<file path="src/rtl/mips_pkg.sv">
// Shared definitions for the MIPS fetch stage: fetch FSM states, the NOP
// encoding, the PC increment, the default reset PC and a PC helper.
package mips_pkg;

    typedef enum logic [1:0] {
        S_IDLE = 2'd0,
        S_REQ  = 2'd1,
        S_WAIT = 2'd2,
        S_HOLD = 2'd3
    } fetch_state_e;

    localparam logic [31:0] MIPS_NOP         = 32'h0000_0000;
    localparam logic [31:0] PC_INC           = 32'd4;
    localparam logic [31:0] DEFAULT_RESET_PC = 32'h0000_0000;
    localparam logic [31:0] PC_ALIGN_MASK    = 32'hFFFF_FFFC;

    // Sequential PC; 32-bit unsigned arithmetic wraps naturally.
    function automatic logic [31:0] pc_next(input logic [31:0] pc);
        pc_next = pc + PC_INC;
    endfunction

endpackage

</file>
<file path="src/rtl/fetch_unit_if.sv">
// Instruction-memory bus: one valid/ready request channel and a response
// channel without back-pressure. master = fetch unit, slave = memory.
interface fetch_unit_if;

    logic        imem_req_valid;
    logic        imem_req_ready;
    logic [31:0] imem_addr;
    logic        imem_rsp_valid;
    logic [31:0] imem_rsp_data;

    modport master (
        output imem_req_valid,
        output imem_addr,
        input  imem_req_ready,
        input  imem_rsp_valid,
        input  imem_rsp_data
    );

    modport slave (
        input  imem_req_valid,
        input  imem_addr,
        output imem_req_ready,
        output imem_rsp_valid,
        output imem_rsp_data
    );

endinterface

</file>
<file path="src/rtl/if_id_reg.sv">
// IF/ID pipeline register plus a one-entry hold buffer used when a fetch
// response arrives while decode is stalled on a valid entry.
// Optional build macro IFETCH_ALIGN_CHECK_EN adds a misalign flag to entries.
module if_id_reg
    import mips_pkg::*;
#(
    parameter logic [31:0] RESET_PC = DEFAULT_RESET_PC
) (
    input  logic        clk,
    input  logic        rst_n,
    input  logic        flush,
    input  logic        load,
    input  logic        park,
    input  logic        unpark,
    input  logic        stall,
    input  logic [31:0] in_instr,
    input  logic [31:0] in_pc,
`ifdef IFETCH_ALIGN_CHECK_EN
    input  logic        in_misalign,
    output logic        if_misalign,
`endif
    output logic        if_valid,
    output logic [31:0] if_instr,
    output logic [31:0] if_pc,
    output logic [31:0] if_pc_plus4
);

    logic        hold_valid_r;
    logic [31:0] hold_instr_r;
    logic [31:0] hold_pc_r;
`ifdef IFETCH_ALIGN_CHECK_EN
    logic        hold_misalign_r;
`endif

    // IF/ID slot: flush beats load, load beats unpark, otherwise consume.
    always_ff @(posedge clk or negedge rst_n) begin
        if (!rst_n) begin
            if_valid    <= 1'b0;
            if_instr    <= MIPS_NOP;
            if_pc       <= RESET_PC;
            if_pc_plus4 <= pc_next(RESET_PC);
`ifdef IFETCH_ALIGN_CHECK_EN
            if_misalign <= 1'b0;
`endif
        end else if (flush) begin
            if_valid    <= 1'b0;
`ifdef IFETCH_ALIGN_CHECK_EN
            if_misalign <= 1'b0;
`endif
        end else if (load) begin
            if_valid    <= 1'b1;
            if_instr    <= in_instr;
            if_pc       <= in_pc;
            if_pc_plus4 <= pc_next(in_pc);
`ifdef IFETCH_ALIGN_CHECK_EN
            if_misalign <= in_misalign;
`endif
        end else if (unpark && hold_valid_r) begin
            if_valid    <= 1'b1;
            if_instr    <= hold_instr_r;
            if_pc       <= hold_pc_r;
            if_pc_plus4 <= pc_next(hold_pc_r);
`ifdef IFETCH_ALIGN_CHECK_EN
            if_misalign <= hold_misalign_r;
`endif
        end else if (if_valid && !stall) begin
            if_valid    <= 1'b0;
        end
    end

    // Hold buffer: parks one response while the slot is blocked.
    always_ff @(posedge clk or negedge rst_n) begin
        if (!rst_n) begin
            hold_valid_r    <= 1'b0;
            hold_instr_r    <= MIPS_NOP;
            hold_pc_r       <= RESET_PC;
`ifdef IFETCH_ALIGN_CHECK_EN
            hold_misalign_r <= 1'b0;
`endif
        end else if (flush) begin
            hold_valid_r    <= 1'b0;
        end else if (park) begin
            hold_valid_r    <= 1'b1;
            hold_instr_r    <= in_instr;
            hold_pc_r       <= in_pc;
`ifdef IFETCH_ALIGN_CHECK_EN
            hold_misalign_r <= in_misalign;
`endif
        end else if (unpark) begin
            hold_valid_r    <= 1'b0;
        end
    end

endmodule

</file>
<file path="src/rtl/fetch_unit.sv">
// MIPS instruction-fetch stage: owns the PC, issues one imem request at a
// time, fills the IF/ID register, honours decode stall and execute redirect.
// Optional build macro IFETCH_ALIGN_CHECK_EN: misaligned PCs are not fetched;
// a NOP flagged if_misalign is delivered and fetch halts until a redirect.
module fetch_unit
    import mips_pkg::*;
#(
    parameter logic [31:0] RESET_PC = DEFAULT_RESET_PC
) (
    input  logic         clk,
    input  logic         rst_n,
    fetch_unit_if.master imem,
    input  logic         redirect_valid,
    input  logic [31:0]  redirect_pc,
    input  logic         stall,
`ifdef IFETCH_ALIGN_CHECK_EN
    output logic         if_misalign,
`endif
    output logic         if_valid,
    output logic [31:0]  if_instr,
    output logic [31:0]  if_pc,
    output logic [31:0]  if_pc_plus4
);

    fetch_state_e state_r, state_n;
    logic [31:0]  pc_r, pc_n;
    logic [31:0]  pc_out_r, pc_out_n;
    logic         drop_r, drop_n;
    logic         req_valid_s;
    logic         handshake_s;
    logic         outstanding_s;
    logic         slot_free_s;
    logic         load_s, park_s, unpark_s, flush_s;
    logic [31:0]  ld_instr_s, ld_pc_s;
`ifdef IFETCH_ALIGN_CHECK_EN
    logic         halt_r, halt_n;
    logic         ld_misalign_s;
`endif

    // Without the alignment check the low PC bits are simply cleared.
    function automatic logic [31:0] pc_align(input logic [31:0] pc);
`ifdef IFETCH_ALIGN_CHECK_EN
        pc_align = pc;
`else
        pc_align = pc & PC_ALIGN_MASK;
`endif
    endfunction

    // A request is only offered when nothing is in flight, so a redirect
    // that leaves a stale response pending drains it in S_REQ first.
`ifdef IFETCH_ALIGN_CHECK_EN
    assign req_valid_s = (state_r == S_REQ) && !drop_r && !halt_r && (pc_r[1:0] == 2'b00);
`else
    assign req_valid_s = (state_r == S_REQ) && !drop_r;
`endif
    assign handshake_s   = req_valid_s && imem.imem_req_ready;
    assign outstanding_s = (state_r == S_WAIT) || ((state_r == S_REQ) && drop_r);
    assign slot_free_s   = !if_valid || !stall;

    assign imem.imem_req_valid = req_valid_s;
    assign imem.imem_addr      = pc_r;

    // Next-state, PC update and IF/ID control; redirect overrides everything.
    always_comb begin
        state_n    = state_r;
        pc_n       = pc_r;
        pc_out_n   = pc_out_r;
        drop_n     = drop_r;
        load_s     = 1'b0;
        park_s     = 1'b0;
        unpark_s   = 1'b0;
        flush_s    = 1'b0;
        ld_instr_s = imem.imem_rsp_data;
        ld_pc_s    = pc_out_r;
`ifdef IFETCH_ALIGN_CHECK_EN
        halt_n        = halt_r;
        ld_misalign_s = 1'b0;
`endif
        if (redirect_valid && (state_r != S_IDLE)) begin
            pc_n    = pc_align(redirect_pc);
            flush_s = 1'b1;
            state_n = S_REQ;
            drop_n  = (outstanding_s && !imem.imem_rsp_valid) || handshake_s;
`ifdef IFETCH_ALIGN_CHECK_EN
            halt_n  = 1'b0;
`endif
        end else begin
            case (state_r)
                S_IDLE: begin
                    state_n = S_REQ;
                end
                S_REQ: begin
                    if (drop_r) begin
                        drop_n = !imem.imem_rsp_valid;
                    end else if (handshake_s) begin
                        pc_out_n = pc_r;
                        state_n  = S_WAIT;
`ifdef IFETCH_ALIGN_CHECK_EN
                    end else if (!halt_r && (pc_r[1:0] != 2'b00) && slot_free_s) begin
                        load_s        = 1'b1;
                        ld_instr_s    = MIPS_NOP;
                        ld_pc_s       = pc_r;
                        ld_misalign_s = 1'b1;
                        halt_n        = 1'b1;
`endif
                    end else begin
                        state_n = S_REQ;
                    end
                end
                S_WAIT: begin
                    if (imem.imem_rsp_valid) begin
                        if (drop_r) begin
                            drop_n  = 1'b0;
                            state_n = S_REQ;
                        end else if (slot_free_s) begin
                            load_s  = 1'b1;
                            pc_n    = pc_align(pc_next(pc_out_r));
                            state_n = S_REQ;
                        end else begin
                            park_s  = 1'b1;
                            pc_n    = pc_align(pc_next(pc_out_r));
                            state_n = S_HOLD;
                        end
                    end else begin
                        state_n = S_WAIT;
                    end
                end
                S_HOLD: begin
                    if (slot_free_s) begin
                        unpark_s = 1'b1;
                        state_n  = S_REQ;
                    end else begin
                        state_n  = S_HOLD;
                    end
                end
                default: begin
                    state_n = S_IDLE;
                end
            endcase
        end
    end

    // State, PC, accepted-address and drop-flag registers.
    always_ff @(posedge clk or negedge rst_n) begin
        if (!rst_n) begin
            state_r  <= S_IDLE;
            pc_r     <= pc_align(RESET_PC);
            pc_out_r <= pc_align(RESET_PC);
            drop_r   <= 1'b0;
        end else begin
            state_r  <= state_n;
            pc_r     <= pc_n;
            pc_out_r <= pc_out_n;
            drop_r   <= drop_n;
        end
    end

`ifdef IFETCH_ALIGN_CHECK_EN
    // Misalign halt flag; cleared only by a redirect.
    always_ff @(posedge clk or negedge rst_n) begin
        if (!rst_n) begin
            halt_r <= 1'b0;
        end else begin
            halt_r <= halt_n;
        end
    end
`endif

    if_id_reg #(
        .RESET_PC    (RESET_PC)
    ) u_if_id_reg (
        .clk         (clk),
        .rst_n       (rst_n),
        .flush       (flush_s),
        .load        (load_s),
        .park        (park_s),
        .unpark      (unpark_s),
        .stall       (stall),
        .in_instr    (ld_instr_s),
        .in_pc       (ld_pc_s),
`ifdef IFETCH_ALIGN_CHECK_EN
        .in_misalign (ld_misalign_s),
        .if_misalign (if_misalign),
`endif
        .if_valid    (if_valid),
        .if_instr    (if_instr),
        .if_pc       (if_pc),
        .if_pc_plus4 (if_pc_plus4)
    );

endmodule

</file>
<file path="src/flat_wrapper.sv">
// flat-port wrapper written by rule: the top's interface ports become plain ports
module fetch_unit_flat import mips_pkg::*;
#(
    parameter logic [31:0] RESET_PC = DEFAULT_RESET_PC
)
  (clk, rst_n, redirect_valid, redirect_pc, stall, if_valid, if_instr, if_pc, if_pc_plus4, imem_imem_req_valid, imem_imem_addr, imem_imem_req_ready, imem_imem_rsp_valid, imem_imem_rsp_data);
  fetch_unit_if imem_i ();
  input  logic clk;
  input  logic rst_n;
  input  logic redirect_valid;
  input  logic [31:0] redirect_pc;
  input  logic stall;
  output logic if_valid;
  output logic [31:0] if_instr;
  output logic [31:0] if_pc;
  output logic [31:0] if_pc_plus4;
  output wire logic [$bits(imem_i.imem_req_valid)-1:0] imem_imem_req_valid;
  output wire logic [$bits(imem_i.imem_addr)-1:0] imem_imem_addr;
  input wire logic [$bits(imem_i.imem_req_ready)-1:0] imem_imem_req_ready;
  input wire logic [$bits(imem_i.imem_rsp_valid)-1:0] imem_imem_rsp_valid;
  input wire logic [$bits(imem_i.imem_rsp_data)-1:0] imem_imem_rsp_data;
  assign imem_imem_req_valid = imem_i.imem_req_valid;
  assign imem_imem_addr = imem_i.imem_addr;
  assign imem_i.imem_req_ready = imem_imem_req_ready;
  assign imem_i.imem_rsp_valid = imem_imem_rsp_valid;
  assign imem_i.imem_rsp_data = imem_imem_rsp_data;
  fetch_unit #(.RESET_PC(RESET_PC)) u_core (.clk(clk), .rst_n(rst_n), .imem(imem_i), .redirect_valid(redirect_valid), .redirect_pc(redirect_pc), .stall(stall), .if_valid(if_valid), .if_instr(if_instr), .if_pc(if_pc), .if_pc_plus4(if_pc_plus4));
endmodule
</file>
<file path="config.mk">
export PLATFORM = sky130hd
export DESIGN_NAME = fetch_unit_flat
export DESIGN_NICKNAME = d
export VERILOG_FILES = /design/src/rtl/mips_pkg.sv /design/src/rtl/fetch_unit_if.sv /design/src/rtl/if_id_reg.sv /design/src/rtl/fetch_unit.sv /design/src/flat_wrapper.sv
export SDC_FILE = /design/constraint.sdc
export NUM_CORES = 1
export LEC_CHECK = 0
export ABC_AREA = 1
export BUFFER_PORTS_ARGS = -buffer_cell sky130_fd_sc_hd__buf_2
export CORE_MARGIN = 2
export CORE_UTILIZATION = 30
export DETAILED_ROUTE_END_ITERATION = 8
export PLACE_DENSITY_LB_ADDON = 0.15
export SLEW_MARGIN = 20
export SYNTH_ARGS = -nofsm -noshare
export SYNTH_HDL_FRONTEND = slang
export SYNTH_SLANG_ARGS = --single-unit
</file>
<file path="constraint.sdc">
create_clock -name clk -period 1.4 [get_ports clk]
set_input_delay 0.14 -clock clk [delete_from_list [all_inputs] [get_ports clk]]
set_output_delay 0.14 -clock clk [all_outputs]
set_load 0.05 [all_outputs]
</file>
**Word-level counts from Yosys, hierarchy flattened**

Index checks and enable logic that the tools add are counted.

- Input bits: 70
- Word-level logic and storage cells: 90
- Bits in registers: 229
- Output and inout port bits: 130

- Mux-type cells: 41
- Reductions and logical operators: 27
- $add $sub $neg: 2
- Bitwise operators: 3
- Equal/unequal tests: 6

Operator list:

| cell | number |
|---|---|
| 32-bit 2-to-1 mux | 10 |
| 32-bit by 3-bit adder with 32-bit output (second input constant) | 2 |
| 1-bit 2-to-1 mux | 23 |
| 2-bit 2-to-1 mux | 6 |
| 2-bit one-hot mux with 4 select lines | 1 |
| 2-bit nonzero test | 4 |
| 1-bit logical AND | 7 |
| 3-bit inequality test (second input constant) | 2 |
| 2-bit AND reduction | 3 |
| 3-bit nonzero test | 2 |
| 2-bit equality test (second input constant) | 2 |
| 1-bit logical NOT | 4 |
| 4-bit AND reduction | 1 |
| 4-bit nonzero test | 1 |
| 1-bit logical OR | 3 |
| 1-bit inverter | 3 |
| 3-bit AND reduction | 1 |
| 2-bit by 1-bit equality test with 1-bit output (second input constant) | 1 |
| 2-bit logical NOT | 1 |
| 2-bit inequality test (second input constant) | 1 |
| 1-bit one-hot mux with 2 select lines | 1 |

**Depth between registers and ports, before layout**

Gate-level depths: netlist (run 1).

- Depth in word-level cells: 9
- Depth in mapped cells: 12

**Cells and area by module**

A second synthesis (run 1) with hierarchy kept.

- Cell total of the unflattened synthesis: 1350
- Area, all modules: 11070.6 um^2

By module, submodules not included:

| module | cells each | seq. area each (um^2) | instances | area an instance (um^2) |
|---|---|---|---|---|
| if_id_reg | 815 | 4005.1 | 1 | 7335.8 |
| fetch_unit | 535 | 1576.5 | 1 | 3734.8 |

**Worst setup path after synthesis (run 1)**

Ideal clock, no wire load.

- Path kind: register -> register
- From: register u_core.state_r[1]
- To: register u_core.pc_out_r[31] (netlist: u_core.ld_pc_s[31])
- Arrival time: 2.207 ns
- Stages on the path, launching flop included: 8
- Clock period less this slack: 2.336 ns
- Path buffers: 1
- Setup time: 0.129 ns
- Setup slack: -0.936 ns
- Required time: 1.271 ns
- Cells stage by stage: dfrtp_1 nor3_1 nand2_1 inv_1 nand2_1 clkbuf_1 nor2_1 a21oi_1

- Longest elaborated chain between the ends: 4

RTL lines:

| element | RTL line | source |
|---|---|---|
| from (decl) | fetch_unit.sv:25 | `fetch_state_e state_r, state_n;` |
| from (signal assigned) | fetch_unit.sv:151 | `state_r <= state_n;` |
| 2-bit by 1-bit equality test with 1-bit output | fetch_unit.sv:54 | `assign req_valid_s = (state_r == S_REQ) && !drop_r;` |
| 1-bit logical AND | fetch_unit.sv:54 |  |
| via imem_imem_req_valid | flat_wrapper.sv:17 | `output wire logic [$bits(imem_i.imem_req_valid)-1:0] imem_imem_req_valid;` |
| 1-bit logical AND | fetch_unit.sv:56 | `assign handshake_s = req_valid_s && imem.imem_req_ready;` |
| 4-bit AND reduction (no source line) | - |  |
| to (signal assigned) | fetch_unit.sv:148 | `pc_out_r <= pc_align(RESET_PC);` |
| to (signal assigned) | fetch_unit.sv:153 | `pc_out_r <= pc_out_n;` |
| to (decl) | fetch_unit.sv:27 | `logic [31:0] pc_out_r, pc_out_n;` |

The timed path passes the listed nets, and every way through them passes these cells.
A chain may end at the register's enable or synchronous reset.

**Worst setup path after layout (run 1)**

- From: register u_core.state_r[0]
- To: register u_core.u_if_id_reg.if_instr[19]

- Longest elaborated chain between the ends: 6

RTL lines:

| element | RTL line | source |
|---|---|---|
| 2-bit equality test / 2-bit nonzero test (equally long branches) | fetch_unit.sv:88, fetch_unit.sv:79 |  |
| 1-bit 2-to-1 mux / 1-bit logical AND (equally long branches) | fetch_unit.sv:88, fetch_unit.sv:79 |  |
| 1-bit 2-to-1 mux | fetch_unit.sv:79 | `if (redirect_valid && (state_r != S_IDLE)) begin` |
| 1-bit logical AND | if_id_reg.sv:58 | `end else if (unpark && hold_valid_r) begin` |
| 2-bit nonzero test (no source line) | - |  |
| 2-bit AND reduction (no source line) | - |  |
| to (signal assigned) | if_id_reg.sv:52 | `if_instr <= in_instr;` |
| to (signal assigned) | if_id_reg.sv:60 | `if_instr <= hold_instr_r;` |
| to (decl) | if_id_reg.sv:23 | `output logic [31:0] if_instr,` |

Parallel ways exist; a longest one is shown, timed or not.

==> impl_metrics.csv, run 1 <==
group,metric,value,unit
sta,whs,-0.0151,ns
global_routing,total_routing_resource_utilization_after_global_routing,0.229,
min_path,worst_min_path_class,"in -> reg",
die,die_height,192,um
worst_setup_path,critPathRequiredTime,1.82,ns
die,die_area,0.0370,mm2
global_routing,largest_net_degree_at_the_start_of_global_routing,45,
pwr,power_per_cell_area,1510,mW/mm2
placement,hpwl,28100,um
layout,layout_cell_share_with_drive_strength_beyond_1,0.434,
yosys,yosys_warnings,0,
worst_setup_path,timing.critical_path.arrival,2.19,ns
global_routing,grt_remaining_overflow,0,
layout,finalNetCount,1919,
sta,final-max-slew-violation-count,0,
worst_setup_path,cp_slowest_cell,"dfrtp_1",
route,pre_repair_dr_iteration_count,5,
layout,finish.instance_area,0.0183,mm2
yosys,post_synth_main_area_contributors,"dfrtp_1 51%, nand2_1 14%, nor2_1 5.4%",
route,wl_per_cell,19.3,um
placement,io_buffer_count,191,
route,antenna_violating_nets_post_route,0,
route,drt-initial-drc-count,662,
placement,globalplace.congestion,0.855,
sta,hold_viol_final,1,
worst_setup_path,worstSetupPathType,"reg -> reg",
die,die_w,192,um
worst_setup_path,setup.worst_path.start_class,"register",
route,vias,11200,
sta,finalSetupViolCount,230,
die,rows,68,
yosys,ys_async_sr_fraction,1.00,
yosys,synth.cell_area,0.0106,mm2
worst_setup_path,critPathCaptureType,"register",
cts,worstSkewPairLatency,0.54,ns
cts,cts.htree.levels,1,
yosys,synthMostInstantiatedCell,"nand2_1",
route,overall_routed_net_length,44900,um
die,top_level_ports,200,
route,drcViolationCount,0,
sta,setup_slack,-0.373,ns
yosys,most_used_flip_flop_cell_after_synthesis,"dfrtp_1",
yosys,synth_edf_count,0,
pwr,power.total,27600,uW
layout,layout.area.seq,0.00549,mm2
yosys,synth_top_cells_by_count,"404 x nand2_1, 218 x dfrtp_1, 154 x nor2_1, 121 x inv_1, 73 x o21ai_0",
pwr,worst_ir_drop_vdd,1.14,mV
worst_setup_path,crit_chain,"buf_6 -> inv_4 -> nand2_4 -> inv_4 -> nand4_4 -> buf_12 -> nand2_8 -> inv_8 -> buf_12 -> buf_16 -> nand2_1 -> o211ai_1",
sta,grt_setup_unrepaired,"yes",
route,routed_via_density,4.81,
cts,tritoncts,"done",
cts,cts_buffers,26,
global_routing,via_count_of_the_first_global_routing_pass,10700,
worst_setup_path,path_max_fanout,6,
sta,finalWorstPathRequiredPeriod,1.77,ns
run_status,status,"complete, but fails checks",
global_routing,antenna_violations_before_repair,0,
sta,final.setup.tns,-56.66,ns
global_routing,global_route_wire_length_before_repair,63900,um
sta,max_clock_freq,564,MHz
run_status,violations_in_the_final_reports,"hold timing, setup timing",
cts,cts_root_buf,"clkbuf_16",
yosys,synth_top_cell_area_share,0.513,
yosys,netlist_cell_types,41,
die,core_region_area,0.0347,mm2
layout,num_antenna_cells,0,
sta,finalClockSkew,0.00934,ns
sta,fraction_of_the_cycle_the_final_worst_path_needs,1.27,
flow_run,timing.max_cap.violations,0,
layout,area_delta_synth_final,72.1,%
layout,layout.core_utilization,0.528,
cts,cts_sinks,219,
pwr,static_leakage_power,0.00896,uW
yosys,seq_area_frac_synth,0.515,
cts,cts_max_path_buffers,3,
die,floorplan.initialDensity,0.307,
cts,path_clk_slew,0.06,ns
placement,placedInstanceArea,0.0136,mm2
layout,multi_input_area,0.00570,mm2
yosys,synthCells,1336,
yosys,synth_area_per_cell,7.97,um2
yosys,synth-seq-cells,219,
layout,filler_cell_count,3205,
worst_setup_path,worst_path_largest_cell_delay,0.39,ns
yosys,synth.largest_area_cell,"dfrtp_1",
## worst max-delay path: cells and delay by family, from the launching register on
family	cells	cell delay [ns]
compound gates	1	0.07
buf+inv	7	0.78
flops	1	0.39
simple gates	4	0.41
## cells in the final DEF (no fill, tap or decap), types with 9 or more instances in the layout
cell type,n
nand2_1,305
dfrtp_1,211
buf_2,189
buf_4,170
inv_1,115
nor2_1,95
nand2_2,69
dlygate4sd3_1,62
o211ai_1,54
nor2_4,45
nand3_1,43
o21ai_1,42
clkbuf_16,39
buf_12,38
a21oi_1,36
buf_6,36
nand2_4,35
o21ai_0,31
a21oi_2,29
nor2_2,24
buf_16,21
nand3_2,14
xor2_1,12
o21ai_2,10
o221ai_1,10
o22ai_1,9
clkbuf_8,9
## path summary, 6_finish.rpt
kind                                                                start                                         endpoint  slack (ns)  depth (start not counted)
max                                         u_core.state_r[0]$_DFFE_PN0P_      u_core.u_if_id_reg.if_instr[19]$_DFFE_PN0P_       -0.37                         12
min                                                       redirect_pc[16]            u_core.imem.imem_addr[16]$_DFFE_PN0P_       -0.02                          5
max reg2reg                                 u_core.state_r[0]$_DFFE_PN0P_      u_core.u_if_id_reg.if_instr[19]$_DFFE_PN0P_       -0.37                         12
min reg2reg                u_core.u_if_id_reg.if_pc_plus4[21]$_DFFE_PN0P_   u_core.u_if_id_reg.if_pc_plus4[21]$_DFFE_PN0P_        0.47                          2
max in group asynchronous                                           rst_n                   u_core.ld_pc_s[10]$_DFFE_PN0P_        0.74                          3
min in group asynchronous                                           rst_n  u_core.u_if_id_reg.hold_instr_r[29]$_DFFE_PN0P_        0.08                          2
## routing by layer
layer / vias up / global-route usage / wire length [um]
met5: - / 0 / 0
met4: 0 / 0.0523 / 999
met3: 57 / 0.0300 / 2410
met2: 344 / 0.365 / 21100
met1: 5396 / 0.329 / 20400
li1: 5366 / - / -
## metrics by stage
stage                     instances  setup slack (ns)
after global routing           2320            -0.443
after detailed placement       2112            -0.358
final                          2320            -0.373
after CTS                      2298            -0.383
after floorplan                1341            -0.215
after global placement         2112            -0.359
## layout make-up
class | instances | share of cell area
repair buffers | 540 | 0.280
repair inverters | 2 | 0.00123
well taps | 455 | 0.0311
flip-flops and latches | 219 | 0.300
multi-input cells | 928 | 0.311
clock inverters | 7 | 0.00212
inverters | 130 | 0.0301
clock buffers | 39 | 0.0443
## kinds of logic after synthesis
kind of cell | share of synthesized area
buffers and inverters | 0.0788
adder cells (fa/ha/maj) | 0.00235
other | 0.000352
flip-flops | 0.515
XOR/XNOR | 0.0165
AO/OA/AOI/OAI | 0.141
AND/OR/NAND/NOR | 0.246
## registers in the layout, indices dropped and copies added (netlist names), 2 cells and up
| signal | cells |
|---|---|
| u_core.u_if_id_reg.hold_instr_r | 32 |
| u_core.u_if_id_reg.if_instr | 32 |
| u_core.imem.imem_addr | 30 |
| u_core.ld_pc_s | 30 |
| u_core.u_if_id_reg.hold_pc_r | 30 |
| u_core.u_if_id_reg.if_pc | 30 |
| u_core.u_if_id_reg.if_pc_plus4 | 30 |
| u_core.state_r | 2 |
## where the power goes
part | total [uW] | internal, uW | switching, uW
clock network | 6790 | 3970 | 2820
registers | 8890 | 7650 | 1240
logic | 11900 | 4240 | 7680
## timing repair
| item | CTS | global route |
|---|---|---|
| pin swaps | 54 | 34 |
| hold buffers | 62 | 0 |
| resized for setup | 239 | 254 |
| cloned | 26 | 19 |
| hold endpoints to repair | 311 | 0 |
| setup endpoints to repair | 228 | 233 |
| buffers inserted | 54 | 13 |
(Power assumes the default switching activity.)
==> inputs of run 2 (changes only) <==
- clock period: 1.4 -> 2.2 ns (I/O delays scaled with it)
==> run 2 against run 1 <==
The flow now finishes without violations. Die area did not move. Critical path type unchanged. Cell count fell by 11%. Sequential share of layout area rose by 9.9 points. Setup slack improved by 0.60 ns. Core utilization fell by 13 points. Fmax fell by 10%. Sequential cell count did not move. Design area fell by 25%. Combinational power fell by 57%. Sequential power fell by 36%. Worst hold slack improved by 0.039 ns.
==> impl_metrics.csv, run 2 (same netlist as run 1, synthesis figures left out) <==
group,metric,value,unit
route,pre_repair_dr_iteration_count,5,
route,vias,9685,
sta,worst-slew-pin-transition,0.745,ns
layout,layout_cell_share_with_drive_strength_beyond_1,0.189,
layout,area_delta_synth_final,29.2,%
sta,final-max-slew-violation-count,0,
cts,cts_buffers,28,
sta,max_clock_freq,507,MHz
die,floorplan.initialDensity,0.307,
sta,fraction_of_the_cycle_the_final_worst_path_needs,0.896,
sta,grt_setup_unrepaired,"no",
worst_setup_path,r2r_slack,0.23,ns
sta,finalWorstPathRequiredPeriod,1.97,ns
placement,placedInstanceArea,0.0122,mm2
layout,layout.core_utilization,0.396,
cts,cts_max_path_buffers,3,
worst_setup_path,setup.worst_path.start_class,"register",
worst_setup_path,timing.critical_path.arrival,2.43,ns
global_routing,grt_remaining_overflow,0,
worst_setup_path,critPathRequiredTime,2.66,ns
layout,finalNetCount,1655,
route,antenna_violating_nets_post_route,0,
cts,tritoncts,"done",
route,overall_routed_net_length,34600,um
cts,cts.htree.levels,1,
cts,postCtsSetupBuffers,0,
global_routing,antenna_violations_before_repair,0,
global_routing,largest_net_degree_at_the_start_of_global_routing,78,
route,drt-initial-drc-count,714,
worst_setup_path,worstSetupPathType,"reg -> reg",
layout,finish.instance_area,0.0137,mm2
layout,layout_top_registers,"u_core.u_if_id_reg.hold_instr_r x32, u_core.u_if_id_reg.if_instr x32",
min_path,whs_path_depth,5,
placement,io_buffer_count,191,
worst_setup_path,path_max_fanout,7,
cts,worstSkewPairLatency,0.56,ns
route,routed_via_density,4.70,
die,die_area,0.0370,mm2
pwr,worst_ir_drop_vdd,0.702,mV
route,drcViolationCount,0,
global_routing,global_route_wire_length_before_repair,53700,um
layout,most_common_library_cell_in_the_layout_ignoring_fill_and_taps,"nand2_1",
sta,relSlewSlack,0.504,
sta,final.setup.tns,0,ns
flow_run,timing.max_cap.violations,0,
layout,final_cell_mix,"404 x nand2_1, 218 x dfrtp_1, 190 x buf_2",
run_status,status,"finished clean",
layout,num_antenna_cells,0,
die,die_w,192,um
global_routing,via_count_of_the_first_global_routing_pass,9370,
sta,hold_viol_final,0,
worst_setup_path,timing.reg2reg.worst_path_depth,8,
pwr,power_per_cell_area,1130,mW/mm2
cts,path_clk_slew,0.06,ns
sta,finalClockSkew,0.0175,ns
min_path,worst_min_path_class,"in -> reg",
placement,hpwl,24800,um
cts,cts.repair.resized,0,
cts,cts_sinks,219,
die,core_region_area,0.0347,mm2
sta,finalSetupViolCount,0,
route,wl_per_cell,16.8,um
layout,filler_cell_count,3634,
pwr,static_leakage_power,0.00690,uW
die,top_level_ports,200,
cts,cts_root_buf,"clkbuf_16",
placement,globalplace.congestion,0.882,
worst_setup_path,critPathCaptureType,"register",
global_routing,total_routing_resource_utilization_after_global_routing,0.188,
die,die_height,192,um
die,rows,68,
run 2: cell types whose count changed in the layout (fill, tap and decap cells not counted), sizes merged:
| cell | before | now |
|---|---|---|
| buf | 462 | 219 |
| clkbuf | 51 | 35 |
| bufbuf | 4 | 0 |
| bufinv | 0 | 4 |
| clkinv | 7 | 11 |
| dlygate4sd3 | 62 | 58 |
| clkinvlp | 0 | 2 |
| inv | 132 | 130 |
| nand2 | 412 | 411 |
run 2: worst paths after layout:
| kind | endpoint | startpoint |
|---|---|---|
| worst min register to register | u_core.u_if_id_reg.if_pc_plus4[21]$_DFFE_PN0P_ | u_core.u_if_id_reg.if_pc_plus4[21]$_DFFE_PN0P_ |
| min in group asynchronous | u_core.u_if_id_reg.if_instr[22]$_DFFE_PN0P_ | rst_n |
| worst min-delay path | u_core.imem.imem_addr[31]$_DFFE_PN0P_ | redirect_pc[31] |
| worst max-delay path | u_core.u_if_id_reg.if_pc_plus4[18]$_DFFE_PN0P_ | u_core.ld_pc_s[3]$_DFFE_PN0P_ |
| worst max register to register | u_core.u_if_id_reg.if_pc_plus4[18]$_DFFE_PN0P_ | u_core.ld_pc_s[3]$_DFFE_PN0P_ |
| max in group asynchronous | u_core.imem.imem_addr[16]$_DFFE_PN0P_ | rst_n |
run 2: power breakdown:
part	leakage [uW]	internal [uW]	switching, uW	total (uW)
Clock	0.000480	2940	1830	4770
Sequential	0.00272	4860	824	5680
Combinational	0.00369	1250	3840	5090
run 2: repair_timing:
| action | 4_1_cts | 5_1_grt |
|---|---|---|
| endpoints found under the hold margin | 159 | 0 |
| setup endpoints to repair | 0 | 0 |
| hold buffers | 58 | 0 |
run 2: critical path, cell delays in order, from the launching register on:
cell and delay (ns):
dfrtp_1 0.46, ha_1 0.24, nand2_2 0.08, nor2_2 0.17
nand2_2 0.17, nor2_4 0.22, xor2_1 0.26, nand2_1 0.16
o211ai_1 0.12
run 2: cell type report:
class | count | area, um2 | share of cell area
clock inverters | 17 | 205 | 0.0149
well taps | 455 | 569 | 0.0414
repair buffers | 277 | 1880 | 0.137
inverters | 130 | 488 | 0.0355
clock buffers | 35 | 767 | 0.0558
multi-input cells | 927 | 4360 | 0.317
flip-flops and latches | 219 | 5480 | 0.399
run 2: metrics by stage:
step	instances	power, uW	hold slack [ns]	worst slack (ns)
2_1_floorplan	1341	9060	-0.0756	0.316
3_3_place_gp	1950	10700	0.275	0.272
3_5_place_dp	1950	10800	0.268	0.255
4_1_cts	2060	15700	0.000325	0.218
5_1_grt	2060	16400	0.0171	0.0309
6_report	2060	15500	0.0239	0.229
run 2: per-layer routing:
metal / GRT usage / vias up / wire length [um]
met5: 0 / - / 0
met4: 0.0484 / 0 / 769
met3: 0.0238 / 52 / 1690
met2: 0.286 / 262 / 14700
met1: 0.280 / 4561 / 17400
li1: - / 4810 / -
